[config.mk]
export PLATFORM = sky130hd
export DESIGN_NAME = run_sequencer
export DESIGN_NICKNAME = d
export VERILOG_FILES = /design/src/rtl/run_pkg.sv /design/src/rtl/run_cycle_counter.sv /design/src/rtl/run_sequencer.sv
export SDC_FILE = /design/constraint.sdc
export NUM_CORES = 1
export LEC_CHECK = 0
export ABC_AREA = 1
export CAP_MARGIN = 0
export CORE_UTILIZATION = 49
export DETAILED_ROUTE_END_ITERATION = 8
export GPL_TIMING_DRIVEN = 0
export PLACE_DENSITY = 0.8
export SKIP_LAST_GASP = 1
export SLEW_MARGIN = 20
export SYNTH_ARGS = -nofsm -noshare
export SYNTH_HDL_FRONTEND = slang
export SYNTH_SLANG_ARGS = --single-unit
[constraint.sdc]
create_clock -name Clk -period 1.7 [get_ports Clk]
set_input_delay 0.255 -clock Clk [delete_from_list [all_inputs] [get_ports Clk]]
set_output_delay 0.255 -clock Clk [all_outputs]
set_load 0.01 [all_outputs]
[src/rtl/run_pkg.sv]
// Shared types and constants for the run sequencer: state encoding, program
// base-address table and the NOP encoding fed to the core while it is gated.
package run_pkg;

    localparam int unsigned BASE_W   = 10;
    localparam int unsigned NUM_BASE = 4;

    typedef enum logic [2:0] {
        IDLE,
        ARMED,
        LOAD,
        RUN,
        DONE
    } run_state_t;

    localparam logic [BASE_W-1:0] BASE_TABLE [NUM_BASE] = '{
        10'h000, 10'h100, 10'h200, 10'h300
    };

    localparam logic [8:0] NOP_INST = 9'h1FF;

    function automatic logic [BASE_W-1:0] base_addr(input logic [1:0] idx);
        return BASE_TABLE[idx];
    endfunction

endpackage

[src/rtl/run_cycle_counter.sv]
// Per-run cycle counter: synchronous clear, count enable, saturation at
// all-ones, and a watchdog limit compare (disabled when MAX_CYCLES is 0).
module run_cycle_counter #(
    parameter int unsigned CNT_W      = 16,
    parameter int unsigned MAX_CYCLES = 32'hFFF0
) (
    input  logic             clk,
    input  logic             rst,
    input  logic             clr,
    input  logic             en,
    output logic [CNT_W-1:0] count_q,
    output logic             limit_hit_c
);

    localparam bit              WD_EN = (MAX_CYCLES != 0);
    localparam logic [CNT_W-1:0] LIMIT = WD_EN ? CNT_W'(MAX_CYCLES - 1) : '0;

    logic [CNT_W-1:0] count_d;

    always_comb begin
        count_d = count_q;
        if (clr) begin
            count_d = '0;
        end else if (en && (count_q != '1)) begin
            count_d = count_q + CNT_W'(1);
        end
    end

    always_ff @(posedge clk) begin
        if (rst) begin
            count_q <= '0;
        end else begin
            count_q <= count_d;
        end
    end

    assign limit_hit_c = WD_EN && (count_q == LIMIT);

endmodule

[src/rtl/run_sequencer.sv]
// Start/Ack run sequencer: arms on Start, launches on its falling edge, loads
// the PC, enables the core until halt or watchdog, and reports completion.
module run_sequencer
    import run_pkg::*;
#(
    parameter int unsigned PC_W       = 10,
    parameter int unsigned CNT_W      = 16,
    parameter int unsigned MAX_CYCLES = 32'hFFF0,
    parameter int unsigned NUM_PROGS  = 4
) (
    input  logic                         Clk,
    input  logic                         Reset,
    input  logic                         Start,
    input  logic [$clog2(NUM_PROGS)-1:0] ProgSel,
    input  logic                         CoreHalt,
    output logic                         PCLoad,
    output logic [PC_W-1:0]              PCLoadAddr,
    output logic                         CoreEn,
    output logic                         Ack,
    output logic                         Timeout,
    output logic [CNT_W-1:0]             CycleCount,
    output logic [$clog2(NUM_PROGS)-1:0] ActiveProg
);

    localparam int unsigned SEL_W = $clog2(NUM_PROGS);

    run_state_t       state_q, state_d;
    logic [SEL_W-1:0] active_prog_q, active_prog_d;
    logic             timeout_q, timeout_d;
    logic [SEL_W-1:0] sel_mapped;
    logic             cnt_clr;
    logic             cnt_en;
    logic             limit_hit;

    // Out-of-range selections fall back to program 0.
    always_comb begin
        sel_mapped = ProgSel;
        if ((32'(ProgSel) >= NUM_PROGS) || (32'(ProgSel) >= NUM_BASE)) begin
            sel_mapped = '0;
        end
    end

    always_comb begin
        state_d       = state_q;
        active_prog_d = active_prog_q;
        timeout_d     = timeout_q;
        cnt_clr       = 1'b0;
        cnt_en        = 1'b0;
        case (state_q)
            IDLE, DONE: begin
                if (Start) begin
                    state_d       = ARMED;
                    active_prog_d = sel_mapped;
                    timeout_d     = 1'b0;
                    cnt_clr       = 1'b1;
                end
            end
            ARMED: begin
                if (!Start) begin
                    state_d = LOAD;
                end
            end
            LOAD: begin
                if (Start) begin
                    state_d       = ARMED;
                    active_prog_d = sel_mapped;
                    timeout_d     = 1'b0;
                    cnt_clr       = 1'b1;
                end else begin
                    state_d = RUN;
                end
            end
            RUN: begin
                if (Start) begin
                    state_d       = ARMED;
                    active_prog_d = sel_mapped;
                    timeout_d     = 1'b0;
                    cnt_clr       = 1'b1;
                end else begin
                    // Halt takes priority over the watchdog in the same cycle.
                    cnt_en = 1'b1;
                    if (CoreHalt) begin
                        state_d = DONE;
                    end else if (limit_hit) begin
                        state_d   = DONE;
                        timeout_d = 1'b1;
                    end
                end
            end
            default: begin
                state_d = IDLE;
            end
        endcase
    end

    always_ff @(posedge Clk) begin
        if (Reset) begin
            state_q       <= IDLE;
            active_prog_q <= '0;
            timeout_q     <= 1'b0;
        end else begin
            state_q       <= state_d;
            active_prog_q <= active_prog_d;
            timeout_q     <= timeout_d;
        end
    end

    run_cycle_counter #(
        .CNT_W      (CNT_W),
        .MAX_CYCLES (MAX_CYCLES)
    ) u_cycle_counter (
        .clk         (Clk),
        .rst         (Reset),
        .clr         (cnt_clr),
        .en          (cnt_en),
        .count_q     (CycleCount),
        .limit_hit_c (limit_hit)
    );

    assign PCLoad     = (state_q == LOAD);
    assign CoreEn     = (state_q == RUN);
    assign Ack        = (state_q == DONE);
    assign Timeout    = timeout_q;
    assign ActiveProg = active_prog_q;
    assign PCLoadAddr = PC_W'(base_addr(2'(active_prog_q)));

endmodule
==> metrics <==
grt total ovfl=0; Max-cap violations=0; synthesized instance count=222; final hold viol count=0; vias in the first global route=1214; final worst slack=0.0697 ns; Setup crit start kind=flop; clock buffer count from CTS=3; global-route wire length before repair=5.15 mm; Internal Power=0.000943 W; Core ar.=2850 sq um; sequential share of power=42.9%; I/O pin total=38; count of cell types in the netlist=27; Wirelength per Cell=10.3 um; Routed WL=3.01 mm; share of the synthesized area in the top cell type=28.7%; HP Class=reg2reg; Critical Path Fanout Max=6; Slowest cell on crit path=clkdlybuf4s50_1; Inserted Diodes=0; Inst Count DP=289; slowest stage delay, CP=0.58 ns; Max Freq=613 MHz; Multi-input gate area=890 sq um; RD Place Congestion=0.832; CTS max path bufs=2; CP cell instances=clkdlybuf4s50_1; Pins Over Slew Limit=0; minimum clock period=1.63 ns; fin util=68.6%; Hold Slack=0.467 ns; initial antenna violation count=0; P_sw=0.000409 W; CP endpoint kind=primary output; Die H=57.9 um; Initial Utilization=53.7%; largest area contributor in the netlist=dfxtp_1; placed cell area=1890 sq um; # rows=19; largest net degree at the start of global routing=14; CTS tree=done; Layout Nets=270; fin cells=293; Pwr Density=691 nW/um^2; dpl ws=-0.0227 ns; status=finished, violations left; setup repair bufs after CTS=0; leakage power=0.820 nW; first drt pass iteration count=6; Die X=57.9 um; Reg clk slew, reported paths=0.13 ns; Synth Warn #=0; CTS root buf=clkbuf_4; Worst Path Buf+Inv=1; Arrival @ worst endpoint=1.38 ns; H-tree levels=1; failing checks=DRC; Layout area overhead=27.6%; DRT antenna net count=0; Post-Syn Area=1530 sq um; Num Clock Sinks=22; unrepaired setup endpoints after global routing=no; met2 wire length=1.31 mm; Area contributors post-synth=dfxtp_1 (29%), nand2_1 (14%), a21oi_2 (8.0%); Logic pwr share=27.1%; Mapped Avg Cell Area=6.90 sq um; fillers=261; Worst path top cell family by delay=buffers and inverters; Clock Skews=0.0121 ns; Detailed Route Iter0 Violations=35; met3 wire length=197 um; I/O Buffers=29; post-synthesis sequential area ratio=28.7%; die area=3360 sq um; All-Layer GR Usage=19.5%; Net Sw Frac=30.3%; CP Class=reg2out; Avg Vias per Cell=4.84; reg2reg setup slack=0.13 ns; design area=1960 sq um; latest clock arrival within the worst-skew pair=0.32 ns; Worst VDD drop=426 uV; Top Layer Used=met4; Yosys reg bits=22; Post-Route M1 WL=1.48 mm; vias=1417; WP data required=1.44 ns; drt drc=2; hpwl dp=2.25 mm; Final setup viols=0; share of layout cells above drive strength 1=24.8%; ratio of final minimum period to clock period=95.9%; sequential cell area=447 sq um; clock network power share=30.0%
placed cells by master (no fill, tap or decap), drive strengths merged:
cell type,synthesis,routed
nand2,72,72
inv,30,30
nor2,28,28
clkdlybuf4s50,0,26
dfxtp,22,22
a21oi,22,22
nand3,13,13
buf,13,13
conb,1,8
o21ai,7,7
xnor2,5,5
nand4,3,3
xor2,3,3
clkbuf,0,3
dlygate4sd2,0,3
nor3,2,2
ha,1,1
bufinv,0,1
cells by family (layout without fill, tap and decap cells):
group           Yosys count  in the layout  share of synthesized area (%)
flops                    22             22                           28.7
buf+inv                  43             76                           15.8
xor+xnor                  8              8                           4.57
fa+ha+maj                 1              1                          0.816
simple gates            118            118                           37.0
compound gates           29             29                           12.9
other cells               1              8                          0.245
state kept, by name, summed over array words and instances, names as in the netlist:
signal	count
Timeout	1
u_cycle_counter.count_q	16
ActiveProg	2
state_q	3
final cells by class:
type / instances / area share, %
clock buffers: 3 / 1.15
plain buffers: 13 / 6.21
well taps: 31 / 1.98
clock inverters: 1 / 1.54
inverters: 30 / 6.14
flip-flops and latches: 22 / 22.8
repair buffers: 29 / 14.7
multi-input cells: 164 / 45.5
synthesized netlist by cell type:
master	instances
nor2_2	2
nor2_4	2
nand3_1	12
buf_4	10
buf_6	1
nand4_1	3
inv_1	22
xnor2_1	5
nand2_4	2
buf_8	1
nor2_8	1
nand2_2	10
dfxtp_1	22
o21ai_0	7
buf_12	1
nand2_1	59
inv_8	1
conb_1	1
ha_1	1
nand2_8	1
nand3_2	1
a21oi_1	8
nor2_1	23
nor3_1	2
inv_2	7
xor2_1	3
a21oi_2	14
metrics by stage:
step | total power [W] | setup TNS, ns
finish | 0.00135 | 0
global route | 0.00143 | 0
CTS | 0.00136 | 0
detailed placement | 0.000961 | -0.160
global placement | 0.000956 | -0.0447
floorplan | 0.000849 | 0
path summary, 6_finish.rpt:
check | from | to | cells after the start
max | u_cycle_counter.count_q[5] | CycleCount[5] | 1
min | Timeout | Timeout | 2
max reg2reg | u_cycle_counter.count_q[1] | u_cycle_counter.count_q[12] | 8
min reg2reg | Timeout | Timeout | 2
power groups by stage:
stage / sequential (W) / combinational [W] / clock [W]
after floorplan: 0.000590 / 0.000259 / 0
after global placement: 0.000588 / 0.000368 / 0
after detailed placement: 0.000589 / 0.000372 / 0
final: 0.000580 / 0.000366 / 0.000406
after global routing: 0.000585 / 0.000409 / 0.000435
after CTS: 0.000580 / 0.000365 / 0.000413
routing by layer:
metal	GRT usage (%)	vias to the layer above
met4	4.08	0
met2	32.0	42
li1	-	755
met1	26.1	618
met5	0	-
met3	4.91	2
what timing repair did:
item                                   4_1_cts  5_1_grt
hold buffers                                 0        0
endpoints found under the hold margin        0        0
setup endpoints to repair                    3       18
cloned                                       0        0
resized for setup                            5        6
No activity file was read; power rests on OpenSTA's default activity.
